--- config.mk ---
export PLATFORM = sky130hd
export DESIGN_NAME = exe_mem_req_stage
export DESIGN_NICKNAME = d
export VERILOG_FILES = /design/src/rtl/exe_mem_req_stage.sv
export SDC_FILE = /design/constraint.sdc
export NUM_CORES = 1
export LEC_CHECK = 0
export BUFFER_PORTS_ARGS = -buffer_cell sky130_fd_sc_hd__buf_2
export CORE_MARGIN = 4
export CORE_UTILIZATION = 50
export CTS_CLUSTER_DIAMETER = 200
export DETAILED_ROUTE_END_ITERATION = 16
export GPL_ROUTABILITY_DRIVEN = 0
export PLACE_DENSITY = 0.82
export SLEW_MARGIN = 10
export SYNTH_ARGS = -nofsm -noshare
export SYNTH_HDL_FRONTEND = slang
export SYNTH_SLANG_ARGS = --single-unit
--- constraint.sdc ---
create_clock -name clk -period 4.7 [get_ports clk]
set_clock_uncertainty 0.1 [all_clocks]
set_input_delay 0.47 -clock clk [delete_from_list [all_inputs] [get_ports clk]]
set_output_delay 0.47 -clock clk [all_outputs]
set_load 0.005 [all_outputs]
--- src/rtl/exe_mem_req_stage.sv ---
// Execute stage: effective address, ALE check, store formatting and
// data-SRAM request issue with orphaned-response discard after a flush.
module exe_mem_req_stage (
    input  logic        clk,
    input  logic        reset,
    input  logic        ds_to_es_valid,
    output logic        es_allowin,
    input  logic [31:0] ds_pc,
    input  logic [31:0] ds_rj_value,
    input  logic [31:0] ds_rkd_value,
    input  logic [31:0] ds_imm,
    input  logic [2:0]  ds_ld_type,
    input  logic [1:0]  ds_st_type,
    input  logic        ds_ex_in,
    input  logic [14:0] ds_ex_code_in,
    input  logic        ms_allowin,
    output logic        es_to_ms_valid,
    output logic [2:0]  es_ld_type,
    output logic [31:0] es_addr,
    output logic [31:0] es_pc,
    output logic        es_ex,
    output logic [14:0] es_ex_code,
    output logic [31:0] es_badv,
    input  logic        mem_ex,
    input  logic        mem_ertn_flush,
    input  logic        wb_ex,
    input  logic        wb_ertn_flush,
    output logic        data_sram_req,
    output logic        data_sram_wr,
    output logic [1:0]  data_sram_size,
    output logic [3:0]  data_sram_wstrb,
    output logic [31:0] data_sram_addr,
    output logic [31:0] data_sram_wdata,
    input  logic        data_sram_addr_ok,
    input  logic        data_sram_data_ok
);

    typedef enum logic [1:0] {
        S_IDLE,
        S_HOLD,
        S_REQ,
        S_ACK
    } state_t;

    localparam logic [2:0]  LD_W    = 3'b000;
    localparam logic [2:0]  LD_B    = 3'b001;
    localparam logic [2:0]  LD_H    = 3'b010;
    localparam logic [2:0]  LD_BU   = 3'b011;
    localparam logic [2:0]  LD_HU   = 3'b100;
    localparam logic [2:0]  LD_NONE = 3'b111;
    localparam logic [1:0]  ST_NONE = 2'b00;
    localparam logic [1:0]  ST_B    = 2'b01;
    localparam logic [1:0]  ST_H    = 2'b10;
    localparam logic [1:0]  ST_W    = 2'b11;
    localparam logic [14:0] ALE_CODE = {6'h09, 9'h0};

    function automatic logic ale_chk(
        input logic [2:0] ld,
        input logic [1:0] st,
        input logic [1:0] lo
    );
        logic half;
        logic word;
        half = (ld == LD_H) | (ld == LD_HU) | (st == ST_H);
        word = (ld == LD_W) | (st == ST_W);
        return (half & lo[0]) | (word & (lo != 2'b00));
    endfunction

    function automatic logic is_mem(
        input logic [2:0] ld,
        input logic [1:0] st
    );
        return (ld != LD_NONE) | (st != ST_NONE);
    endfunction

    state_t      state;
    state_t      state_n;
    logic        discard;
    logic        discard_n;

    logic [31:0] pc_r;
    logic [31:0] rj_r;
    logic [31:0] rkd_r;
    logic [31:0] imm_r;
    logic [2:0]  ld_type_r;
    logic [1:0]  st_type_r;
    logic        ex_in_r;
    logic [14:0] ex_code_r;

    logic        flush;
    logic        valid;
    logic        ready_go;
    logic        latch;
    logic        ale;
    logic [31:0] ds_addr;
    logic        ds_go_req;
    state_t      ds_target;

    assign flush   = wb_ex | wb_ertn_flush;
    assign es_addr = rj_r + imm_r;
    assign ale     = ale_chk(ld_type_r, st_type_r, es_addr[1:0]);

    // Incoming instruction is classified up front so latch picks HOLD or REQ.
    assign ds_addr   = ds_rj_value + ds_imm;
    assign ds_go_req = is_mem(ds_ld_type, ds_st_type) & ~ds_ex_in
                     & ~ale_chk(ds_ld_type, ds_st_type, ds_addr[1:0]);
    assign ds_target = ds_go_req ? S_REQ : S_HOLD;

    assign latch = ds_to_es_valid & es_allowin & ~flush;

    always_ff @(posedge clk or negedge reset) begin
        if (!reset) begin
            state   <= S_IDLE;
            discard <= 1'b0;
        end else begin
            state   <= state_n;
            discard <= discard_n;
        end
    end

    always_ff @(posedge clk or negedge reset) begin
        if (!reset) begin
            pc_r      <= 32'h0;
            rj_r      <= 32'h0;
            rkd_r     <= 32'h0;
            imm_r     <= 32'h0;
            ld_type_r <= LD_NONE;
            st_type_r <= ST_NONE;
            ex_in_r   <= 1'b0;
            ex_code_r <= 15'h0;
        end else if (latch) begin
            pc_r      <= ds_pc;
            rj_r      <= ds_rj_value;
            rkd_r     <= ds_rkd_value;
            imm_r     <= ds_imm;
            ld_type_r <= ds_ld_type;
            st_type_r <= ds_st_type;
            ex_in_r   <= ds_ex_in;
            ex_code_r <= ds_ex_code_in;
        end
    end

    always_comb begin
        state_n   = state;
        discard_n = discard;
        if (flush) begin
            state_n = S_IDLE;
        end else begin
            unique case (state)
                S_IDLE: begin
                    if (ds_to_es_valid) state_n = ds_target;
                end
                S_REQ: begin
                    if (data_sram_req & data_sram_addr_ok) state_n = S_ACK;
                end
                S_HOLD, S_ACK: begin
                    if (ms_allowin)
                        state_n = ds_to_es_valid ? ds_target : S_IDLE;
                end
                default: state_n = S_IDLE;
            endcase
        end
        // A flush after acceptance orphans one response; swallow it here.
        if (flush & (state == S_ACK))
            discard_n = 1'b1;
        else if (data_sram_data_ok)
            discard_n = 1'b0;
    end

    always_comb begin
        valid          = state != S_IDLE;
        ready_go       = (state == S_HOLD) | (state == S_ACK);
        es_allowin     = (state == S_IDLE) | (ready_go & ms_allowin);
        es_to_ms_valid = ready_go & valid & ~flush;
        data_sram_req  = (state == S_REQ) & ~discard & ~mem_ex
                       & ~mem_ertn_flush & ~flush;
    end

    always_comb begin
        es_pc      = pc_r;
        es_ld_type = ld_type_r;
        es_ex      = valid & (ex_in_r | ale);
        es_ex_code = 15'h0;
        es_badv    = 32'h0;
        if (valid & ex_in_r) begin
            es_ex_code = ex_code_r;
        end else if (valid & ale) begin
            es_ex_code = ALE_CODE;
            es_badv    = es_addr;
        end
    end

    always_comb begin
        data_sram_addr  = es_addr;
        data_sram_wr    = st_type_r != ST_NONE;
        data_sram_wstrb = 4'h0;
        data_sram_wdata = 32'h0;
        data_sram_size  = 2'd2;
        unique case (st_type_r)
            ST_B: begin
                data_sram_wstrb = 4'b0001 << es_addr[1:0];
                data_sram_wdata = {4{rkd_r[7:0]}};
                data_sram_size  = 2'd0;
            end
            ST_H: begin
                data_sram_wstrb = 4'b0011 << es_addr[1:0];
                data_sram_wdata = {2{rkd_r[15:0]}};
                data_sram_size  = 2'd1;
            end
            ST_W: begin
                data_sram_wstrb = 4'hF;
                data_sram_wdata = rkd_r;
                data_sram_size  = 2'd2;
            end
            default: begin
                unique case (ld_type_r)
                    LD_B, LD_BU: data_sram_size = 2'd0;
                    LD_H, LD_HU: data_sram_size = 2'd1;
                    default:     data_sram_size = 2'd2;
                endcase
            end
        endcase
    end

endmodule
======== After elaboration in Yosys (flattened, before gate mapping) ========
Cells that the tools add are included.
word-level totals
  register bits after elaboration ......... 152
  output and inout bits ................... 189
operators by class
  add/subtract/negate cells ............... 2
  equality and inequality tests ........... 18
  shift-type cells ........................ 2
  muxes and demuxes ....................... 17
  bitwise operators ....................... 39
  reductions and logical operators ........ 13
operators with widths
  operator               count
  $pmux W32 S3           1
  $mux W32               2
  $add A32 B32 Y32       1
  $and A1 B1 Y1          20
  $mux W15               1
  $mux W13               1
  $or A1 B1 Y1           13
  $eq A2 B2 Y1 const B   6
  $mux W2                6
  $ne A3 B3 Y1 const B   4
  $pmux W2 S3            2
  $pmux W4 S3            1
  $reduce_bool A2 Y1     6
  $eq A3 B2 Y1 const B   3
  $eq A3 B3 Y1 const B   2
  $logic_not A3 Y1       2
  $not A1 Y1             6
  $reduce_or A2 Y1       3
  $eq A2 B1 Y1 const B   2
  $pmux W2 S2            1
  $shl A1 B2 Y4 const A  1
  $shl A2 B2 Y4 const A  1
  $eq A3 B1 Y1 const B   1
  $reduce_and A3 Y1      1
  other kinds (3)        4

======== Longest topological paths before layout ========
Gate-level depths: netlist of run 1.
  depth after elaboration ................. 12
  depth in mapped cells ................... 12
  depth with buffers taken out ............ 11

======== Worst setup path before layout of run 1 ========
Ideal clock, no wire load.
  path type ............................... register to output
  start point ............................. reg rj_r[0]
  end point ............................... out es_badv[30]
  data arrival time ....................... 2.630 ns
  data required time ...................... 4.130 ns
  slack ................................... 1.500 ns
  cell stages (with the launch flop) ...... 12
  path buffers ............................ 0
  cells stage by stage .................... dfrtp_1 -> ha_1 -> inv_1 -> fa_1 -> nor2b_1 -> o21a_1 -> a311o_2 -> a21boi_2 -> o31a_1 -> or3_1 -> a221o_1 -> and2_1
RTL lines
  element                   RTL line  RTL
  start: declaration        82        logic [31:0] rj_r;
  start signal: assignment  133       rj_r <= ds_rj_value;
  $add A32 B32 Y32          100       assign es_addr = rj_r + imm_r;
  net data_sram_addr[30]    32        output logic [31:0] data_sram_addr,
  $mux W32                  187       end else if (valid & ale) begin
  $mux W32                  185       if (valid & ex_in_r) begin
  end: declaration          23        output logic [31:0] es_badv,
The timed path passes the listed nets, and every way through them passes these cells.

======== Worst setup path in the final report of run 1 ========
  start point ............................. reg rj_r[0]
  end point ............................... out es_badv[28]
between the ends
  cells in the longest elaborated chain, start to end .. 7
ends and longest elaborated chain
  element             RTL line  RTL
  $add A32 B32 Y32 *  100
  $reduce_bool A2 Y1  66        return (half & lo[0]) | (word & (lo != 2'b00));
  $and A1 B1 Y1       66
  $or A1 B1 Y1        66
  $and A1 B1 Y1       187
  $mux W32 *          187
  $mux W32 *          185
Mark *: on every way between the ends. The rest lies on a longest branch, timed or not.

==> results of run 1 <==
power groups by stage:
stage                     combinational [uW]  sequential (uW)  clock (uW)
after detailed placement                2770             1820           0
after floorplan                         1940             1760           0
after global routing                    3040             1840        1370
after global placement                  2720             1800           0
after CTS                               2790             1800        1310
final                                   2760             1810        1280
layout by cell type (no fill, tap or decap), types with 4 or more instances in the layout:
master,n
sky130_fd_sc_hd__buf_2,346
sky130_fd_sc_hd__mux2_2,150
sky130_fd_sc_hd__dfrtp_1,149
sky130_fd_sc_hd__and2_1,50
sky130_fd_sc_hd__nor2_1,45
sky130_fd_sc_hd__ha_1,37
sky130_fd_sc_hd__a21oi_1,34
sky130_fd_sc_hd__nand2_1,26
sky130_fd_sc_hd__xnor2_1,20
sky130_fd_sc_hd__o21ai_0,20
sky130_fd_sc_hd__inv_1,17
sky130_fd_sc_hd__clkbuf_16,17
sky130_fd_sc_hd__xor2_1,13
sky130_fd_sc_hd__a21o_1,12
sky130_fd_sc_hd__a22oi_1,10
sky130_fd_sc_hd__nor3_1,10
sky130_fd_sc_hd__a222oi_1,8
sky130_fd_sc_hd__o21a_1,8
sky130_fd_sc_hd__a22o_1,8
sky130_fd_sc_hd__nand3_1,6
sky130_fd_sc_hd__nor2b_1,6
sky130_fd_sc_hd__nand4_1,5
sky130_fd_sc_hd__or3_1,5
sky130_fd_sc_hd__inv_6,5
sky130_fd_sc_hd__o211ai_1,4
per-stage QoR:
stage | hold slack (ns) | area, um2
final | 0.1464 | 10800
after floorplan | 0.07441 | 8562
after global routing | 0.1233 | 10800
after global placement | 0.3791 | 10240
after CTS | 0.1241 | 10790
after detailed placement | 0.3858 | 10240
state kept, by name, summed over array words and instances (netlist names), 2 cells and up:
name        flops
ex_code_r      15
es_pc          32
rj_r           32
es_ld_type      3
rkd_r          32
state           2
imm_r          32
st_type_r       2
routing by layer:
layer / global-route usage / vias up / wire length (um)
met4: 0.09269 / 2 / 536
li1: - / 3307 / -
met2: 0.4206 / 334 / 11910
met1: 0.2831 / 3361 / 9160
met5: 0 / - / 7
met3: 0.07621 / 43 / 2044
what timing repair did:
action,in CTS,in global routing
hold endpoints to repair,66,0
buffers inserted,0,0
endpoints found under the setup margin,0,0
hold buffers,1,0
final cells by class:
cell class | instances | area, um2 | area share
multi-input cells | 527 | 4300 | 0.3984
clock inverters | 13 | 111.4 | 0.01032
repair buffers | 352 | 1795 | 0.1663
flip-flops and latches | 152 | 3807 | 0.3527
inverters | 18 | 67.56 | 0.006259
diodes | 2 | 5.005 | 0.0004636
well taps | 220 | 275.3 | 0.02550
clock buffers | 19 | 432.9 | 0.04010
worst min path at each step:
stage / startpoint / end / slack, ns / cells past startpoint
finish: data_sram_data_ok / discard / 0.15 / 2
global route: data_sram_data_ok / discard / 0.12 / 2
detailed placement: ex_code_r[10] / ex_code_r[10] / 0.39 / 1
CTS: data_sram_data_ok / discard / 0.12 / 2
global placement: ex_code_r[11] / ex_code_r[11] / 0.38 / 1
floorplan: reset / discard / 0.07 / 0
logic make-up after synthesis:
| group | Yosys count |
|---|---|
| AND/OR/NAND/NOR | 167 |
| XOR/XNOR | 33 |
| multiplexers | 153 |
| flip-flops | 152 |
| AO/OA/AOI/OAI | 135 |
| buffers and inverters | 92 |
| adder cells (fa/ha/maj) | 39 |
==> impl_summary.log, run 1 <==
[metrics] largest family of logic cells by synthesized area: multiplexers
[metrics] worst hold path type: in2reg
[metrics] delay of the slowest cell on the worst path: 0.44 ns
[metrics] Avg Vias per Cell: 5.408
[metrics] First DRT Iteration DRCs: 499
[metrics] worst setup margin: 0.7298 ns
[metrics] proportion of synthesized area in mux cells: 0.2008
[metrics] yosys warns: 0
[metrics] cell with the biggest individual delay on the critical path: sky130_fd_sc_hd__a311o_2
[metrics] Inst Count DP: 1,268
[metrics] total internal power: 3612 uW
[metrics] final core utilization: 0.6464
[metrics] average cell area after synthesis: 11.11 um2
[metrics] detailed-route via count: 7,047
[metrics] most common library cells after synthesis: 150 x sky130_fd_sc_hd__mux2_2, 149 x sky130_fd_sc_hd__dfrtp_1, 50 x sky130_fd_sc_hd__and2_1, 45 x sky130_fd_sc_hd__nor2_1, 37 x sky130_fd_sc_hd__ha_1
[metrics] area added between synthesis and finish: 26.09%
[metrics] combinational cell fraction of total power: 0.472
[metrics] critical path, cell by cell: ha_1, inv_1, fa_1, nor2b_1, o21a_1, a311o_2, a31oi_1, o32ai_1, a221oi_2, o21a_1, mux2i_1, buf_2
[metrics] area of the die: 19,280 um2
[metrics] Critical Path End: es_badv[28]
[metrics] Final period util: 0.8447
[metrics] simple-gate portion of the synthesized area: 0.09923
[metrics] post-layout min period: 3.970 ns
[metrics] signal arrival time at the worst endpoint: 3.40 ns
[metrics] number of standard cells after synthesis: 771
[metrics] Row Count: 47
[metrics] width of the die: 138.9 um
[metrics] Leak: 0.005426 uW
[metrics] main area contributors after synthesis: sky130_fd_sc_hd__dfrtp_1 44%, sky130_fd_sc_hd__mux2_2 20%, sky130_fd_sc_hd__ha_1 5.4%
[metrics] NumNets Final: 1,265
[metrics] drt wl/cell: 18.16 um
[metrics] first-pass GRT wire length: 38,010 um
[metrics] normalized max-slew margin: 0.2620
[metrics] synthesized-area fraction occupied by ao, oa, aoi and oai cells: 0.1095
[metrics] pin count of the biggest net entering global routing: 87
[metrics] via count of the first global-routing pass: 7,369
[metrics] startpoint type of the worst setup path: flop
[metrics] core footprint: 16,700 um2
[metrics] switching part of the total power: 0.3826
[metrics] detailed-routing iteration count for the pre-antenna-repair pass: 5
[metrics] Setup violations, final: 0
[metrics] transition time at the pin with the least slew margin: 1.107 ns
[metrics] final hold vios: 0
[metrics] total power per unit cell area: 541.9 nW/um2
[metrics] total wirelength of the detailed-routed design: 23,660 um
[metrics] initial standard-cell utilization of the core: 0.5127
[metrics] Buffers & Inverters on Critical Path: 2
[metrics] hpwl dp: 18,100 um
[metrics] Sw Pwr: 2238 uW
[metrics] number of standard cells in the final layout excluding fillers: 1,303
[metrics] Max VDD drop: 0.2696 mV
[metrics] clock tree from TritonCTS: built
[metrics] Power, Total: 5850 uW
[metrics] TritonCTS sink count: 152
[metrics] startpoint of the lowest-slack register-to-register path: state[0]
[metrics] start-to-end type of the worst setup path: reg2out
[metrics] post-synthesis cell area: 8562 um2
[metrics] share of flip-flops with an asynchronous set or reset: 1.000
[metrics] most frequently used flop master after synthesis: sky130_fd_sc_hd__dfrtp_1
[metrics] setup repair after global routing missed its margin: false
[metrics] category of cells accounting for the largest share of critical-path delay: compound AO/OA/AOI/OAI gates
[metrics] Critical Path Most Common Cell: sky130_fd_sc_hd__o21a_1
[metrics] accumulated negative setup slack: 0 ns
[metrics] depth of the CTS H-tree: 4
[metrics] global route total overflow: 0
[metrics] maximum clock frequency: 251.9 MHz
[metrics] overall routing resource usage: 0.2431
[metrics] Worst Reg-to-Reg Cells: 5
[metrics] library cell with the largest summed area after synthesis: sky130_fd_sc_hd__dfrtp_1
[metrics] Synth Register Bits: 152
[metrics] worst slack at placement: 1.139 ns
[metrics] crit path launch: rj_r[0]
[metrics] Resized cells post-CTS: 0
[metrics] critical path required time: 4.13 ns
[metrics] number of buffers between clock root and the deepest sink: 2
[metrics] number of filler instances in the final layout: 1,328
[metrics] Maximum Capacitance Violations: 0
[metrics] top cell type's share of synthesized area: 0.4355
[metrics] number of buffers inserted by port buffering: 347
[metrics] syn nets: 968
[metrics] end of the worst register-to-register path: imm_r[19]
[metrics] run status: finished, final reports clean
[metrics] most numerous cell in the Yosys netlist: sky130_fd_sc_hd__mux2_2
[metrics] fraction of the mapped netlist area in adder cells: 0.05758
[metrics] Critical Path Sink Type: primary output
[metrics] part of the power in the clock network: 0.219
[metrics] Slew Limit Fails: 0
[metrics] vertical die dimension: 138.9 um
[metrics] fraction of layout cells with a size suffix above 1: 0.5042
[metrics] path length in cells of the critical path: 12
[metrics] number of nets with antenna violations after routing: 0
[metrics] I/O pins: 348
[metrics] clock insertion delay at the later pin of the skew report: 0.42 ns
[metrics] count of distinct cell types in the synthesized netlist: 58
[metrics] number of remaining DRC errors: 0
[metrics] number of clock buffers inserted by TritonCTS: 17
[metrics] sequential-to-total area share from yosys stat: 0.4447
[metrics] clock transition at the registers of the reported paths: 0.07 ns
[metrics] number of enable flip-flop cells after synthesis: 0
[metrics] sequential cell fraction of total power: 0.309
[metrics] peak fanout along the critical path: 3
[metrics] xor-xnor portion of the synthesized cell area: 0.03376
[metrics] root buffer selected by CTS: sky130_fd_sc_hd__clkbuf_16
[metrics] reg-to-reg setup timing slack: 2.17 ns
[metrics] initial antenna violation count: 3
No activity file was read; power rests on OpenSTA's default activity.
==> run 2, diff against run 1 <==
--- a/config.mk
+++ b/config.mk
@@ -7,11 +7,11 @@
 export LEC_CHECK = 0
 export BUFFER_PORTS_ARGS = -buffer_cell sky130_fd_sc_hd__buf_2
 export CORE_MARGIN = 4
-export CORE_UTILIZATION = 50
+export CORE_UTILIZATION = 44
 export CTS_CLUSTER_DIAMETER = 200
 export DETAILED_ROUTE_END_ITERATION = 16
 export GPL_ROUTABILITY_DRIVEN = 0
-export PLACE_DENSITY = 0.82
+export PLACE_DENSITY = 0.77
 export SLEW_MARGIN = 10
 export SYNTH_ARGS = -nofsm -noshare
 export SYNTH_HDL_FRONTEND = slang
==> constraint.sdc (replaced) <==
create_clock -name clk -period 3.45 [get_ports clk]
set_clock_uncertainty 0.1 [all_clocks]
set_input_delay 0.345 -clock clk [delete_from_list [all_inputs] [get_ports clk]]
set_output_delay 0.345 -clock clk [all_outputs]
set_load 0.005 [all_outputs]
==> run 2 against run 1 <==
  * The flow now finishes with violations (negative setup slack)
  * Setup slack lost 0.97 ns
  * Sequential power increased by 36%
  * Non-clock buffer count grew 27
  * Final cell count is 5.2% higher
  * Critical path type unchanged
  * Highest routed layer unchanged
==> impl_summary.log, run 2 (synthesis gave the netlist of run 1 again) <==
[metrics] First DRT Iteration DRCs: 525 (+5.2%)
[metrics] TritonCTS sink count: 152 (unchanged)
[metrics] Buffers & Inverters on Critical Path: 2 (unchanged)
[metrics] initial antenna violation count: 5 (+2)
[metrics] area of the die: 21,750 um2 (+13%)
[metrics] cell with the biggest individual delay on the critical path: sky130_fd_sc_hd__dfrtp_1
[metrics] total wirelength of the detailed-routed design: 24,620 um (+4.0%)
[metrics] worst hold path type: in2reg
[metrics] overall routing resource usage: 0.2206 (-0.02249)
[metrics] most frequent standard cell in the layout excluding fill and tap cells: sky130_fd_sc_hd__buf_2
[metrics] Final period util: 1.069
[metrics] core footprint: 18,890 um2 (+13%)
[metrics] clock transition at the registers of the reported paths: 0.07 ns (about the same)
[metrics] setup repair after global routing missed its margin: true
[metrics] transition time at the pin with the least slew margin: 0.7881 ns (-0.3189 ns)
[metrics] number of standard cells in the final layout excluding fillers: 1,371 (+5.2%)
[metrics] normalized max-slew margin: 0.4746 (+0.2126)
[metrics] peak fanout along the critical path: 3 (unchanged)
[metrics] worst setup margin: -0.2392 ns (-0.9690 ns)
[metrics] most used cells in the layout excluding fill and tap cells: 346 x sky130_fd_sc_hd__buf_2, 150 x sky130_fd_sc_hd__mux2_2, 149 x sky130_fd_sc_hd__dfrtp_1
[metrics] pin count of the biggest net entering global routing: 83 (-4.6%)
[metrics] via count of the first global-routing pass: 7,574 (+2.8%)
[metrics] Setup violations, final: 18 (+18)
[metrics] number of remaining DRC errors: 0 (unchanged)
[metrics] area added between synthesis and finish: 32.40%
[metrics] number of buffers inserted by port buffering: 347 (unchanged)
[metrics] total power per unit cell area: 754.4 nW/um2 (+39%)
[metrics] Avg Vias per Cell: 5.243 (-3.1%)
[metrics] detailed-route via count: 7,188 (+2.0%)
[metrics] Critical Path Sink Type: primary output
[metrics] Slew Limit Fails: 0 (unchanged)
[metrics] width of the die: 147.5 um (+6.2%)
[metrics] violated checks: negative setup slack
[metrics] Maximum Capacitance Violations: 0 (unchanged)
[metrics] startpoint type of the worst setup path: flop
[metrics] category of cells accounting for the largest share of critical-path delay: compound AO/OA/AOI/OAI gates
[metrics] number of nets with antenna violations after routing: 0 (unchanged)
[metrics] root buffer selected by CTS: sky130_fd_sc_hd__clkbuf_16
[metrics] delay of the slowest cell on the worst path: 0.37 ns (-0.07 ns)
[metrics] vertical die dimension: 147.5 um (+6.2%)
[metrics] Finished Cell Area: 11,340 um2 (+5.0%)
[metrics] number of buffers between clock root and the deepest sink: 2 (unchanged)
[metrics] hpwl dp: 18,530 um (+2.4%)
[metrics] depth of the CTS H-tree: 4 (unchanged)
[metrics] drt wl/cell: 17.96 um (-1.1%)
[metrics] NumNets Final: 1,292 (+2.1%)
[metrics] run status: complete, but fails checks
[metrics] signal arrival time at the worst endpoint: 3.24 ns (-0.16 ns)
[metrics] detailed-routing iteration count for the pre-antenna-repair pass: 5 (unchanged)
[metrics] first-pass GRT wire length: 38,570 um (+1.5%)
[metrics] I/O pins: 348 (unchanged)
[metrics] Row Count: 50 (+6.4%)
[metrics] fraction of layout cells with a size suffix above 1: 0.5406 (+0.03645)
[metrics] Inst Count DP: 1,316 (+3.8%)
[metrics] critical path required time: 3.00 ns (-1.13 ns)
[metrics] accumulated negative setup slack: -1.528 ns (-1.528 ns)
[metrics] clock insertion delay at the later pin of the skew report: 0.42 ns (about the same)
[metrics] final hold vios: 0 (unchanged)
[metrics] start-to-end type of the worst setup path: reg2out
[metrics] global route total overflow: 0 (unchanged)
[metrics] critical path, cell by cell: ha_2, inv_2, fa_2, nor2b_1, o21a_1, a311o_2, a21boi_2, o31a_1, or3_1, a221o_1, and2_1, buf_2
[metrics] post-layout min period: 3.689 ns
[metrics] Leak: 0.005638 uW (+3.9%)
[metrics] maximum clock frequency: 271.1 MHz
[metrics] initial standard-cell utilization of the core: 0.4532 (-0.05948)
[metrics] area of placed instances: 10,370 um2 (+1.3%)
[metrics] clock tree from TritonCTS: built
[metrics] number of clock buffers inserted by TritonCTS: 17 (unchanged)
[metrics] Worst Hold Slack: 0.02456 ns (-0.1218 ns)
[metrics] Max VDD drop: 0.3539 mV (+31%)
-- run 2: path summary, 6_finish.rpt --
| kind | start | end | slack (ns) | cells after the start |
|---|---|---|---|---|
| max in group asynchronous | reset | es_ld_type[0] | 1.95 | 3 |
| min | data_sram_data_ok | discard | 0.02 | 2 |
| max reg2reg | state[0] | rj_r[21] | 0.94 | 4 |
| max | imm_r[0] | es_badv[30] | -0.24 | 12 |
| min reg2reg | ex_code_r[5] | ex_code_r[5] | 0.40 | 1 |
| min in group asynchronous | reset | es_pc[4] | 0.45 | 2 |
-- run 2: where the power goes --
part	switching (uW)	internal, uW	leakage (uW)
registers	280	2190	0.00180
clock network	851	1050	0.000283
logic	2140	2050	0.00355
-- run 2: metrics by stage --
| stage | setup slack, ns | total power (uW) | util |
|---|---|---|---|
| 3_5_place_dp | 0.04011 | 6285 | 0.5489 |
| 6_report | -0.2392 | 8552 | 0.6000 |
| 2_1_floorplan | 0.3750 | 5049 | - |
| 3_3_place_gp | 0.07645 | 6192 | 0.5489 |
| 5_1_grt | -0.3751 | 9098 | 0.6000 |
| 4_1_cts | -0.1939 | 8391 | 0.5905 |
-- run 2: layout make-up --
cell class              instances  area (um2)
well taps                     260       325.3
diodes                          3       7.507
multi-input cells             527        4508
flip-flops and latches        152        3807
fillers                      1599        7557
clock buffers                  18       439.2
inverters                      18       70.07
repair buffers                379        2028
clock inverters                14       150.1
-- run 2: per-layer routing --
metal | track usage | part of all wire | up-vias
li1 | - | - | 3362
met1 | 0.2554 | 0.40 | 3467
met2 | 0.3919 | 0.51 | 311
met3 | 0.05978 | 0.068 | 44
met4 | 0.08155 | 0.025 | 4
met5 | 0 | 0.0011 | -
-- run 2: what timing repair did --
action,CTS,global route
hold buffers,3,0
resized for setup,22,20
pin swaps,16,8
gates cloned,0,0
hold endpoints to repair,81,0
buffers inserted,10,9
setup endpoints to repair,43,58
